[src/rtl/mac_sequencer.sv]
// Sequences one fixed-latency multiply-add unit through an N-term dot product.
// It fetches operand pairs, feeds each pair with the running sum, and pulses the final sum out.
module mac_sequencer #(
    parameter int unsigned DATA_WIDTH  = 32,
    parameter int unsigned ADDR_WIDTH  = 10,
    parameter int unsigned CNT_WIDTH   = 16,
    parameter int unsigned MAC_LATENCY = 3
) (
    input  logic                  clk,
    input  logic                  macSeqRst,
    input  logic                  start,
    input  logic                  clear,
    input  logic [CNT_WIDTH-1:0]  termCount,
    input  logic [ADDR_WIDTH-1:0] dataBase,
    input  logic [ADDR_WIDTH-1:0] weightBase,
    output logic                  rdEn,
    output logic [ADDR_WIDTH-1:0] dataAddr,
    output logic [ADDR_WIDTH-1:0] weightAddr,
    input  logic [DATA_WIDTH-1:0] dataIn,
    input  logic [DATA_WIDTH-1:0] weightIn,
    output logic                  macEn,
    output logic [DATA_WIDTH-1:0] macData,
    output logic [DATA_WIDTH-1:0] macWeight,
    output logic [DATA_WIDTH-1:0] macSum,
    input  logic [DATA_WIDTH-1:0] macResult,
    output logic                  busy,
    output logic [DATA_WIDTH-1:0] result,
    output logic                  resultValid
);
    localparam int unsigned WaitW = (MAC_LATENCY > 1) ? $clog2(MAC_LATENCY) : 1;
    localparam logic [WaitW-1:0] WaitLast = WaitW'(MAC_LATENCY - 1);

    localparam logic [1:0] StIdle  = 2'd0;
    localparam logic [1:0] StFetch = 2'd1;
    localparam logic [1:0] StExec  = 2'd2;
    localparam logic [1:0] StDone  = 2'd3;

    logic [1:0]            state_q, state_d;
    logic [CNT_WIDTH-1:0]  term_m1_q;
    logic [CNT_WIDTH-1:0]  idx_q;
    logic [WaitW-1:0]      wait_cnt_q;
    logic [DATA_WIDTH-1:0] acc_q;
    logic [ADDR_WIDTH-1:0] data_addr_q, weight_addr_q;
    logic [DATA_WIDTH-1:0] mac_data_q, mac_weight_q, mac_sum_q;
    logic [DATA_WIDTH-1:0] result_q;
    logic                  last_wait, last_term, first_exec;

    assign last_wait  = (wait_cnt_q == WaitLast);
    // Comparing against N-1 latched at start keeps idx below N, so it never overflows.
    assign last_term  = (idx_q == term_m1_q);
    assign first_exec = (state_q == StExec) && (wait_cnt_q == '0);

    always_comb begin
        state_d = state_q;
        if (clear) begin
            state_d = StIdle;
        end else begin
            unique case (state_q)
                StIdle:  if (start) state_d = (termCount == '0) ? StDone : StFetch;
                StFetch: state_d = StExec;
                StExec:  if (last_wait) state_d = last_term ? StDone : StFetch;
                StDone:  state_d = StIdle;
                default: state_d = StIdle;
            endcase
        end
    end

    always_ff @(posedge clk or posedge macSeqRst) begin
        if (macSeqRst) begin
            state_q       <= StIdle;
            term_m1_q     <= '0;
            idx_q         <= '0;
            wait_cnt_q    <= '0;
            acc_q         <= '0;
            data_addr_q   <= '0;
            weight_addr_q <= '0;
            mac_data_q    <= '0;
            mac_weight_q  <= '0;
            mac_sum_q     <= '0;
            result_q      <= '0;
        end else begin
            state_q <= state_d;
            if (clear) begin
                acc_q      <= '0;
                idx_q      <= '0;
                wait_cnt_q <= '0;
            end else begin
                unique case (state_q)
                    StIdle: begin
                        if (start) begin
                            idx_q         <= '0;
                            acc_q         <= '0;
                            term_m1_q     <= termCount - CNT_WIDTH'(1);
                            data_addr_q   <= dataBase;
                            weight_addr_q <= weightBase;
                            if (termCount == '0) result_q <= '0;
                        end
                    end
                    StFetch: wait_cnt_q <= '0;
                    StExec: begin
                        if (wait_cnt_q == '0) begin
                            mac_data_q   <= dataIn;
                            mac_weight_q <= weightIn;
                            mac_sum_q    <= acc_q;
                        end
                        wait_cnt_q <= wait_cnt_q + WaitW'(1);
                        if (last_wait) begin
                            acc_q <= macResult;
                            // Result loads on entry to DONE so it is valid alongside the pulse.
                            if (last_term) begin
                                result_q <= macResult;
                            end else begin
                                idx_q         <= idx_q + CNT_WIDTH'(1);
                                data_addr_q   <= data_addr_q + ADDR_WIDTH'(1);
                                weight_addr_q <= weight_addr_q + ADDR_WIDTH'(1);
                            end
                        end
                    end
                    default: ;
                endcase
            end
        end
    end

    assign rdEn        = (state_q == StFetch);
    assign macEn       = (state_q == StExec);
    assign busy        = (state_q != StIdle);
    assign resultValid = (state_q == StDone) && !clear;
    assign dataAddr    = data_addr_q;
    assign weightAddr  = weight_addr_q;
    assign result      = result_q;

    // Read data arrives in the first EXEC cycle; pass it straight through, then hold the copy.
    assign macData   = first_exec ? dataIn   : mac_data_q;
    assign macWeight = first_exec ? weightIn : mac_weight_q;
    assign macSum    = first_exec ? acc_q    : mac_sum_q;

endmodule

[config.mk]
export PLATFORM = sky130hd
export DESIGN_NAME = mac_sequencer
export DESIGN_NICKNAME = d
export VERILOG_FILES = /design/src/rtl/mac_sequencer.sv
export SDC_FILE = /design/constraint.sdc
export NUM_CORES = 1
export LEC_CHECK = 0
export ABC_AREA = 1
export CORE_MARGIN = 10
export CORE_UTILIZATION = 51
export CTS_BUF_LIST = sky130_fd_sc_hd__clkbuf_4 sky130_fd_sc_hd__clkbuf_8
export DETAILED_ROUTE_END_ITERATION = 10
export PLACE_DENSITY = 0.83
export SLEW_MARGIN = 40
export SYNTH_ARGS = -nofsm -noshare
export SYNTH_HDL_FRONTEND = slang
export SYNTH_SLANG_ARGS = --single-unit
[constraint.sdc]
create_clock -name clk -period 9.5 [get_ports clk]
set_input_delay 1.425 -clock clk [delete_from_list [all_inputs] [get_ports clk]]
set_output_delay 1.425 -clock clk [all_outputs]
set_load 0.05 [all_outputs]
==> metrics.yaml, run 1 <==
yosys:
  portion_of_synthesized_cell_area_occupied_by_the_leading_cell_type: 0.481
  post_synth_instance_area_sq_um: 11200
  synth_area_per_cell_sq_um: 7.30
  synth_seq_area_share: 0.481
  yosys.cell_count.top_type: "sky130_fd_sc_hd__nand2_1"
  synthTopCellsByCount: "533 x sky130_fd_sc_hd__nand2_1, 224 x sky130_fd_sc_hd__o21ai_0, 216 x sky130_fd_sc_hd__dfrtp_1, 197 x sky130_fd_sc_hd__inv_1, 127 x sky130_fd_sc_hd__nand3_1"
  number_of_warnings_printed_during_yosys_synthesis: 0
  syn_nets: 1682
  postSynthCellCount: 1539
  synth.largest_area_cell: "sky130_fd_sc_hd__dfrtp_1"
  yosys-top-cells-area: "sky130_fd_sc_hd__dfrtp_1 48%, sky130_fd_sc_hd__nand2_1 18%, sky130_fd_sc_hd__o21ai_0 10%"
  synth.lib_cells_used.distinct: 33
  ys_ff_latch: 216
  postSynth.topFlopCell: "sky130_fd_sc_hd__dfrtp_1"
  asyncSetResetFlopFracSynth: 1.00
  synth_edf_count: 0
timing:
  finalSetupViolCount: 0
  fin_tns_setup_ns: 0
  transition_time_of_the_tightest_slew_check_pin_ns: 0.759
  period_needed_ns: 5.43
  slew_viol_final: 0
  final.setup_skew_ns: 0.0184
  max_freq_mhz: 184
  worst_slew_margin_rel: 0.494
  final_clock_period_utilization_by_the_worst_path: 0.571
  setup_repair_after_global_routing_missed_its_margin: "false"
  hold_slack_ns: 0.469
  hold_violations: 0
detailed_routing:
  detailedRoute.firstIterationViolations: 1052
  drt-pass1-iter-count: 6
  wl_microns: 34000
  drc: 0
  via_count: 10900
  routedWlPerCell_microns: 16.2
  antenna_left: 0
  viasPerCell: 5.20
worst_setup_path:
  regToRegSetupSlack_ns: 6.03
  worst_r2r_endpoint: "dataAddr[7]$_DFFE_PP0P_"
  worst_ep_arrival_time_ns: 4.00
  timing.rr.start: "state_q[0]$_DFFE_PP0P_"
  crit_path_max_fanout: 105
  timing.critical_path.to_type: "primary output"
  worst_reg_to_reg_cells: 9
  timing_worst_setup_path_type: "register to primary output"
  worst-endpoint-required_ns: 8.08
  worst_setup_sp_type: "register"
outcome:
  run_status: "finished, final reports clean"
cells_and_area:
  instances_no_fill: 2091
  syn_to_final_growth_pct: 33.0
  fin_nets: 1935
  drive_above_1_share: 0.0525
  num_antenna_cells: 0
placed_design:
  i_o_buffers: 287
  routabilityCongestion: 0.901
  placed_wire_length_estimate_microns: 24600
  post-place-cells: 2032
die:
  floorplan.initialDensity: 0.517
  placeableCoreArea_sq_um: 21800
  die-width_microns: 168
  rows: 54
  die_outline_area_sq_um: 28400
  floorplan.die.height_microns: 168
  pin_count: 288
cts:
  clock_sink_count: 216
  clk_pin_slew_ns: 0.06
  cts_root_buffer: "sky130_fd_sc_hd__clkbuf_8"
  ctsResizeCount: 0
  postCtsSetupRepairBufs: 0
  ctsLongestPathBuffers: 3
  tritoncts: "yes"
  cts.htree.levels: 2
  worstSkewPairLatency_ns: 0.53
  cts_hold_buffers: 0
  cts-buffers-inserted: 38
global_route:
  grt_antenna_before_repair: 2
  track_usage: 0.230
  global_route_wire_length_before_repair_microns: 54700
  via_count_of_the_first_global_routing_pass: 10600
  largest_net_degree_at_the_start_of_global_routing: 138
  grt_overflow: 0
flow_run:
  max-cap-violations: 0
hold_path:
  hold_path.startpoint: "result[7]$_DFFE_PP0P_"
  min_path_type: "register to register"
  timing.hold.worst_endpoint: "result[7]$_DFFE_PP0P_"
  hold_depth: 2
power:
  power-per-cell-area_nw_per_um2: 326
  max-vdd-ir-drop_mv: 0.239
  power_w: 0.00488
  leakage_nw: 7.36
metal layers:
metal / vias up / part of all wire / GRT usage
li1: 5366 / - / -
met1: 5042 / 0.41 / 0.290
met2: 407 / 0.47 / 0.379
met3: 61 / 0.092 / 0.0702
met4: 4 / 0.023 / 0.0602
met5: - / 0.0010 / 0
cell usage in the layout, fill, tap and decap left out, types with 7 or more instances in the layout:
cell type	Yosys	routed
sky130_fd_sc_hd__clkdlybuf4s50_1	0	286
sky130_fd_sc_hd__dfrtp_1	216	216
sky130_fd_sc_hd__inv_1	197	195
sky130_fd_sc_hd__nand2_1	533	531
sky130_fd_sc_hd__nand4_1	15	15
sky130_fd_sc_hd__ha_1	7	7
sky130_fd_sc_hd__nand3_1	127	126
sky130_fd_sc_hd__clkbuf_8	0	45
sky130_fd_sc_hd__o22ai_1	32	32
sky130_fd_sc_hd__nor2_1	60	60
sky130_fd_sc_hd__o21ai_0	224	224
sky130_fd_sc_hd__clkbuf_4	0	7
report_power, final:
part | leakage [nW] | switching (W) | internal (W)
clock | 0.388 | 0.000371 | 0.000482
combinational | 4.11 | 0.00182 | 0.000797
sequential | 2.86 | 0.000198 | 0.00121
worst max-delay path by stage:
stage	startpoint	endpoint	slack (ns)	cells after the start
detailed placement	clear	dataAddr[7]$_DFFE_PP0P_	4.53	7
global route	state_q[0]$_DFFE_PP0P_	macSum[31]	3.71	8
CTS	state_q[0]$_DFFE_PP0P_	macSum[31]	4.09	8
floorplan	macSeqRst	acc_q[0]$_DFFE_PP0P_	2.17	1
global placement	state_q[0]$_DFFE_PP0P_	macSum[31]	4.48	8
finish	state_q[0]$_DFFE_PP0P_	macSum[31]	4.07	8
kinds of logic (layout without fill, tap and decap cells):
| group | count (synthesis) | count (layout) | synth area share |
|---|---|---|---|
| adders and majority gates | 7 | 7 | 0.00779 |
| DFF | 216 | 216 | 0.481 |
| AOI/OAI and AO/OA | 266 | 266 | 0.126 |
| xor gates and xnor gates | 8 | 8 | 0.00623 |
| buffers and inverters | 282 | 554 | 0.100 |
| and+or+nand+nor | 760 | 760 | 0.279 |
state kept, by name, summed over array words and instances (netlist names):
register      cells
acc_q            32
weightAddr       10
idx_q            16
mac_weight_q     32
state_q           2
result           32
mac_data_q       32
wait_cnt_q        2
term_m1_q        16
dataAddr         10
mac_sum_q        32
cell type report:
class | count | area (sq um)
fillers | 1770 | 6810
flip-flops and latches | 216 | 5410
multi-input cells | 1041 | 4740
repair buffers | 293 | 2940
inverters | 202 | 771
clock buffers | 52 | 672
well taps | 280 | 350
clock inverters | 7 | 71.3
critical path, stage by stage, from the launching register on:
cell and delay, ns:
sky130_fd_sc_hd__dfrtp_1 0.42, sky130_fd_sc_hd__inv_2 0.09, sky130_fd_sc_hd__nand2_2 0.48, sky130_fd_sc_hd__inv_2 0.16, sky130_fd_sc_hd__nand2_8 0.41, sky130_fd_sc_hd__buf_4 0.67, sky130_fd_sc_hd__nand2_1 0.09, sky130_fd_sc_hd__o21ai_0 0.17
sky130_fd_sc_hd__clkdlybuf4s50_1 0.89
through the flow:
step	setup slack [ns]	util	cell area, sq um
4_1_cts	4.09	0.687	14900
6_report	4.07	0.687	14900
2_1_floorplan	2.17	-	11200
3_3_place_gp	4.48	0.651	14200
3_5_place_dp	4.53	0.653	14200
5_1_grt	3.71	0.687	14900
Power figures use the tool's default switching activity.
==> run 2, diff against run 1 <==
==> constraint.sdc (replaced) <==
create_clock -name clk -period 5.7 [get_ports clk]
set_input_delay 0.855 -clock clk [delete_from_list [all_inputs] [get_ports clk]]
set_output_delay 0.855 -clock clk [all_outputs]
set_load 0.05 [all_outputs]
==> run 2 against run 1 <==
Compared with the run above:
- sequential power rose by 69%
- register-to-register slack worse by 3.8 ns
- global-route usage is 0.87 points higher
- cell count grew 0.57%
- setup slack got worse by 2.8 ns
- first-iteration DRC count up 3.0%
- clock skew up 0.0040 ns
- critical path depth did not move
- clock power grew 70%
- flip-flop and latch count stayed put
- hold slack is essentially flat
==> metrics.yaml, run 2 (same netlist as run 1, synthesis figures left out) <==
outcome:
  run_status: "finished, final reports clean"  # unchanged
cells_and_area:
  syn_to_final_growth_pct: 33.8  # was 33.0%
  layout.cells.most_common: "sky130_fd_sc_hd__nand2_1"  # unchanged
  drive_above_1_share: 0.0576  # was 0.0525
  layout.filler_cells: 1767  # was 1770
  num_antenna_cells: 0  # unchanged
  commonest_cells_after_routing_fill_and_taps_aside: "531 x sky130_fd_sc_hd__nand2_1, 287 x sky130_fd_sc_hd__clkdlybuf4s50_1, 224 x sky130_fd_sc_hd__o21ai_0, 216 x sky130_fd_sc_hd__dfrtp_1, 195 x sky130_fd_sc_hd__inv_1"  # was 531 x sky130_fd_sc_hd__nand2_1, 286 x sky130_fd_sc_hd__clkdlybuf4s50_1, 224 x sky130_fd_sc_hd__o21ai_0, 216 x sky130_fd_sc_hd__dfrtp_1, 195 x sky130_fd_sc_hd__inv_1
  postLayoutCoreUtil: 0.691  # was 0.687
  fin_nets: 1941  # was 1935
  instances_no_fill: 2103  # was 2091
timing:
  finalSetupViolCount: 0  # unchanged
  final_clock_period_utilization_by_the_worst_path: 0.775
  max_freq_mhz: 226
  period_needed_ns: 4.42
  final.setup_skew_ns: 0.0224  # was 0.0184 ns
  post-route-worst-setup-slack_ns: 1.28  # was 4.07 ns
  worst_slew_margin_rel: 0.486  # was 0.494
  transition_time_of_the_tightest_slew_check_pin_ns: 0.771  # was 0.759 ns
  slew_viol_final: 0  # unchanged
  setup_repair_after_global_routing_missed_its_margin: "false"  # unchanged
  hold_violations: 0  # unchanged
  fin_tns_setup_ns: 0  # unchanged
detailed_routing:
  antenna_left: 0  # unchanged
  via_count: 11100  # was 10900
  viasPerCell: 5.27  # was 5.20
  drc: 0  # unchanged
  routedWlPerCell_microns: 16.7  # was 16.2 microns
  wl_microns: 35000  # was 34000 microns
  drt-pass1-iter-count: 6  # unchanged
  detailedRoute.firstIterationViolations: 1084  # was 1052
worst_setup_path:
  timing.rr.start: "state_q[0]$_DFFE_PP0P_"  # unchanged
  path_common_cell: "sky130_fd_sc_hd__inv_2"  # unchanged
  critical_path.n_buffers_inverters: 4  # unchanged
  worst_r2r_endpoint: "result[26]$_DFFE_PP0P_"  # was dataAddr[7]$_DFFE_PP0P_
  timing.critical_path.to_type: "primary output"  # unchanged
  timing.critical_path.cells: "inv_2 > nand2_2 > inv_2 > nand2_8 > buf_12 > nand2_1 > o21ai_0 > clkdlybuf4s50_1"  # was inv_2 > nand2_2 > inv_2 > nand2_8 > buf_4 > nand2_1 > o21ai_0 > clkdlybuf4s50_1
  worst_ep_arrival_time_ns: 3.56  # was 4.00 ns
  worst_setup_sp_type: "register"  # unchanged
  crit_path_max_fanout: 113  # was 105
  worst-endpoint-required_ns: 4.85  # was 8.08 ns
  regToRegSetupSlack_ns: 2.23  # was 6.03 ns
  kind_of_cell_adding_the_most_delay_to_the_critical_path: "buffers and inverters"  # unchanged
  worst_path_largest_cell_delay_ns: 0.85  # was 0.89 ns
  standard_cell_with_the_maximum_stage_delay_on_the_critical_path: "sky130_fd_sc_hd__clkdlybuf4s50_1"  # unchanged
  timing_worst_setup_path_type: "register to primary output"  # unchanged
  worst_reg_to_reg_cells: 10  # was 9
die:
  placeableCoreArea_sq_um: 21800  # unchanged
  rows: 54  # unchanged
  die_outline_area_sq_um: 28400  # unchanged
  floorplan.initialDensity: 0.517  # unchanged
  die-width_microns: 168  # unchanged
  floorplan.die.height_microns: 168  # unchanged
  pin_count: 288  # unchanged
placed_design:
  post-place-cells: 2039  # was 2032
  placed_wire_length_estimate_microns: 25900  # was 24600 microns
  pre_cts_setup_slack_ns: 1.67  # was 4.53 ns
  i_o_buffers: 287  # unchanged
  routabilityCongestion: 0.894  # was 0.901
power:
  leakage_nw: 7.41  # was 7.36 nW
  max-vdd-ir-drop_mv: 0.288  # was 0.239 mV
  power-per-cell-area_nw_per_um2: 545  # was 326 nW/um^2
  power_w: 0.00819  # was 0.00488 W
global_route:
  grt_antenna_before_repair: 0  # was 2
  via_count_of_the_first_global_routing_pass: 10900  # was 10600
  global_route_wire_length_before_repair_microns: 56600  # was 54700 microns
  grt_overflow: 0  # unchanged
  largest_net_degree_at_the_start_of_global_routing: 114  # was 138
  track_usage: 0.239  # was 0.230
cts:
  clk_pin_slew_ns: 0.06  # about the same
  ctsLongestPathBuffers: 3  # unchanged
  ctsResizeCount: 0  # unchanged
  tritoncts: "yes"  # unchanged
  worstSkewPairLatency_ns: 0.52  # was 0.53 ns
  cts-buffers-inserted: 37  # was 38
  cts.htree.levels: 2  # unchanged
  cts_hold_buffers: 0  # unchanged
  postCtsSetupRepairBufs: 0  # unchanged
  clock_sink_count: 216  # unchanged
  cts_root_buffer: "sky130_fd_sc_hd__clkbuf_8"  # unchanged
hold_path:
  hold_path.startpoint: "result[17]$_DFFE_PP0P_"  # was result[7]$_DFFE_PP0P_
  timing.hold.worst_endpoint: "result[17]$_DFFE_PP0P_"  # was result[7]$_DFFE_PP0P_
  min_path_type: "register to register"  # unchanged
  hold_depth: 2  # unchanged
flow_run:
  max-cap-violations: 0  # unchanged
==> run 2: changes by cell type in the layout (fill, tap and decap cells not counted), moves of 2 or more <==
cell	previous run	this run
sky130_fd_sc_hd__buf_8	0	2
sky130_fd_sc_hd__inv_6	0	2
sky130_fd_sc_hd__buf_4	3	8
sky130_fd_sc_hd__clkbuf_8	45	48
sky130_fd_sc_hd__clkbuf_4	7	11
==> run 2: area by class of cell <==
class	instances	area, sq um	area share
repair buffers	300	3010	0.200
multi-input cells	1041	4740	0.315
clock inverters	5	35.0	0.00233
clock buffers	59	743	0.0494
flip-flops and latches	216	5410	0.359
inverters	202	762	0.0507
well taps	280	350	0.0233
==> run 2: metal layers <==
layer	track usage	wire (microns)	part of all wire
met5	0	0	0
met4	0.0602	699	0.020
met3	0.0648	3370	0.096
met2	0.394	16500	0.47
met1	0.306	14500	0.41
==> run 2: worst max-delay path by stage <==
stage | start | to | depth (start not counted)
global placement | state_q[0]$_DFFE_PP0P_ | macWeight[13] | 8
detailed placement | clear | result[26]$_DFFE_PP0P_ | 10
floorplan | macSeqRst | acc_q[0]$_DFFE_PP0P_ | 1
finish | state_q[0]$_DFFE_PP0P_ | macWeight[13] | 8
global route | state_q[0]$_DFFE_PP0P_ | macWeight[13] | 8
CTS | state_q[0]$_DFFE_PP0P_ | macWeight[13] | 8
==> run 2: worst reg2reg max path: cells and delay by family (launching register included) <==
family	cells	cell delay, ns
AOI/OAI and AO/OA	1	0.66
and+or+nand+nor	7	1.81
DFF	1	0.42
buffers and inverters	2	0.47
==> run 2: report_power, final <==
part | internal, W | switching [W] | total [W]
logic | 0.00134 | 0.00304 | 0.00438
registers | 0.00201 | 0.000352 | 0.00236
clock network | 0.000828 | 0.000620 | 0.00145
total | 0.00418 | 0.00401 | 0.00819
==> run 2: stage by stage <==
step | area (sq um) | hold slack, ns
finish | 15000 | 0.469
global route | 15000 | 0.485
CTS | 15000 | 0.474
detailed placement | 14300 | 0.460
global placement | 14200 | 0.454
floorplan | 11200 | 0.453
==> run 3, diff against run 2 <==
==> constraint.sdc (replaced) <==
create_clock -name clk -period 4.28 [get_ports clk]
set_input_delay 0.642 -clock clk [delete_from_list [all_inputs] [get_ports clk]]
set_output_delay 0.642 -clock clk [all_outputs]
set_load 0.05 [all_outputs]
==> run 3 against run 2 <==
Compared with the run above:
- clock power rose by 23%
- cell area up 3.4%
- register-to-register slack worse by 0.74 ns
- via count shrank 0.63%
- clock-buffer cell count fell by 4
- sequential share of layout area shrank 1.2 points
- flip-flop and latch count unchanged
- die area did not move
- setup slack worse by 0.56 ns
- global-route usage down 0.20 points
- routed wire length shrank 0.80%
- hold slack improved by 0.0050 ns
- critical path type unchanged
- largest cell class unchanged
- highest routed layer is now met5
==> metrics.yaml, run 3 (same netlist as run 1, synthesis figures left out) <==
outcome:
  run_status: "finished, final reports clean"  # unchanged
timing:
  setup_repair_after_global_routing_missed_its_margin: "false"  # unchanged
  final.setup_skew_ns: 0.0190  # was 0.0224 ns
  transition_time_of_the_tightest_slew_check_pin_ns: 0.770  # was 0.771 ns
  slew_viol_final: 0  # unchanged
  worst_slew_margin_rel: 0.487  # was 0.486
  final_clock_period_utilization_by_the_worst_path: 0.832
  fin_tns_setup_ns: 0  # unchanged
  hold_violations: 0  # unchanged
  finalSetupViolCount: 0  # unchanged
  post-route-worst-setup-slack_ns: 0.721  # was 1.28 ns
  period_needed_ns: 3.56
  max_freq_mhz: 281
die:
  die-width_microns: 168  # unchanged
  die_outline_area_sq_um: 28400  # unchanged
  pin_count: 288  # unchanged
  floorplan.initialDensity: 0.517  # unchanged
  floorplan.die.height_microns: 168  # unchanged
  placeableCoreArea_sq_um: 21800  # unchanged
  rows: 54  # unchanged
detailed_routing:
  via_count: 11000  # was 11100
  antenna_left: 0  # unchanged
  viasPerCell: 5.24  # was 5.27
  drc: 0  # unchanged
  drt-pass1-iter-count: 6  # unchanged
  routedWlPerCell_microns: 16.5  # was 16.7 microns
  wl_microns: 34800  # was 35000 microns
  detailedRoute.firstIterationViolations: 991  # was 1084
cts:
  clock_sink_count: 216  # unchanged
  cts-buffers-inserted: 36  # was 37
  clk_pin_slew_ns: 0.06  # about the same
  worstSkewPairLatency_ns: 0.52  # about the same
  tritoncts: "yes"  # unchanged
  cts.htree.levels: 2  # unchanged
  ctsLongestPathBuffers: 3  # unchanged
  postCtsSetupRepairBufs: 0  # unchanged
  cts_hold_buffers: 0  # unchanged
  cts_root_buffer: "sky130_fd_sc_hd__clkbuf_8"  # unchanged
  ctsResizeCount: 0  # unchanged
worst_setup_path:
  worst_setup_sp_type: "register"  # unchanged
  timing.critical_path.cells: "inv_2 > nand2_2 > inv_2 > nand2_4 > buf_4 > o21ai_0 > buf_12"  # was inv_2 > nand2_2 > inv_2 > nand2_8 > buf_12 > nand2_1 > o21ai_0 > clkdlybuf4s50_1
  worst_ep_arrival_time_ns: 2.92  # was 3.56 ns
  crit_path_max_fanout: 82  # was 113
  timing.critical_path.to_type: "primary output"  # unchanged
  worst-endpoint-required_ns: 3.64  # was 4.85 ns
  worst_path_largest_cell_delay_ns: 0.48  # was 0.85 ns
  path_common_cell: "sky130_fd_sc_hd__inv_2"  # unchanged
  standard_cell_with_the_maximum_stage_delay_on_the_critical_path: "sky130_fd_sc_hd__nand2_4"  # was sky130_fd_sc_hd__clkdlybuf4s50_1
  timing_worst_setup_path_type: "register to primary output"  # unchanged
cells_and_area:
  commonest_cells_after_routing_fill_and_taps_aside: "531 x sky130_fd_sc_hd__nand2_1, 224 x sky130_fd_sc_hd__o21ai_0, 216 x sky130_fd_sc_hd__dfrtp_1, 195 x sky130_fd_sc_hd__inv_1, 191 x sky130_fd_sc_hd__clkdlybuf4s50_1"  # was 531 x sky130_fd_sc_hd__nand2_1, 287 x sky130_fd_sc_hd__clkdlybuf4s50_1, 224 x sky130_fd_sc_hd__o21ai_0, 216 x sky130_fd_sc_hd__dfrtp_1, 195 x sky130_fd_sc_hd__inv_1
  postLayoutCoreUtil: 0.715  # was 0.691
  fin_area_sq_um: 15500  # was 15000 sq um
  drive_above_1_share: 0.109  # was 0.0576
  syn_to_final_growth_pct: 38.3  # was 33.8%
  layout.cells.most_common: "sky130_fd_sc_hd__nand2_1"  # unchanged
  fin_nets: 1944  # was 1941
global_route:
  grt_overflow: 0  # unchanged
  global_route_wire_length_before_repair_microns: 55900  # was 56600 microns
  largest_net_degree_at_the_start_of_global_routing: 83  # was 114
  grt_antenna_before_repair: 3  # was 0
  track_usage: 0.237  # was 0.239
  via_count_of_the_first_global_routing_pass: 10700  # was 10900
placed_design:
  i_o_buffers: 287  # unchanged
  pre_cts_setup_slack_ns: 1.12  # was 1.67 ns
  routabilityCongestion: 0.891  # was 0.894
  placedInstanceArea_sq_um: 14900  # was 14300 sq um
  placed_wire_length_estimate_microns: 25800  # was 25900 microns
power:
  max-vdd-ir-drop_mv: 0.565  # was 0.288 mV
  power_w: 0.0115  # was 0.00819 W
  power-per-cell-area_nw_per_um2: 737  # was 545 nW/um^2
  leakage_nw: 7.77  # was 7.41 nW
flow_run:
  max-cap-violations: 0  # unchanged
hold_path:
  min_path_type: "register to register"  # unchanged
==> run 3: area by class of cell <==
class | instances | area (sq um)
timing repair buffer | 304 | 3620
tap | 280 | 350
sequential | 216 | 5410
antenna | 1 | 2.50
multi-input combinational | 1041 | 4720
inverter | 202 | 762
clock inverter | 3 | 21.3
clock buffer | 55 | 663
fill | 1726 | 6210
==> run 3: report_power, final <==
group	internal [W]	leakage, nW	switching (W)
clock	0.000981	0.365	0.000796
sequential	0.00268	2.86	0.000451
combinational	0.00234	4.54	0.00422
==> run 3: path summary, 6_finish.rpt <==
path	startpoint	to	slack, ns	cells past startpoint
worst min register to register	result[21]$_DFFE_PP0P_	result[21]$_DFFE_PP0P_	0.47	2
max in group asynchronous	macSeqRst	idx_q[10]$_DFFE_PP0P_	2.84	4
worst min-delay path	result[21]$_DFFE_PP0P_	result[21]$_DFFE_PP0P_	0.47	2
min in group asynchronous	macSeqRst	result[8]$_DFFE_PP0P_	0.50	2
worst max register to register	state_q[0]$_DFFE_PP0P_	result[12]$_DFFE_PP0P_	1.49	10
worst max-delay path	state_q[0]$_DFFE_PP0P_	macWeight[31]	0.72	7
==> run 3: per-layer routing <==
layer / vias to the layer above / GRT usage / share of wire
li1: 5382 / - / -
met3: 71 / 0.0692 / 0.087
met2: 436 / 0.386 / 0.47
met1: 5121 / 0.298 / 0.42
met4: 4 / 0.0753 / 0.029
met5: - / 0 / 0.00072
==> run 3: per-stage QoR <==
step | std cells | hold slack [ns]
after detailed placement | 2043 | 0.461
final | 2102 | 0.474
after global placement | 2042 | 0.458
after floorplan | 1539 | 0.453
after CTS | 2101 | 0.477
after global routing | 2102 | 0.501
==> run 3: worst max-delay path, delay by kind of cell, from the launching register on <==
kind | cells | cell delay [ns]
buffers and inverters | 4 | 1.01
AND/OR/NAND/NOR | 2 | 0.54
flip-flops | 1 | 0.43
AO/OA/AOI/OAI | 1 | 0.40
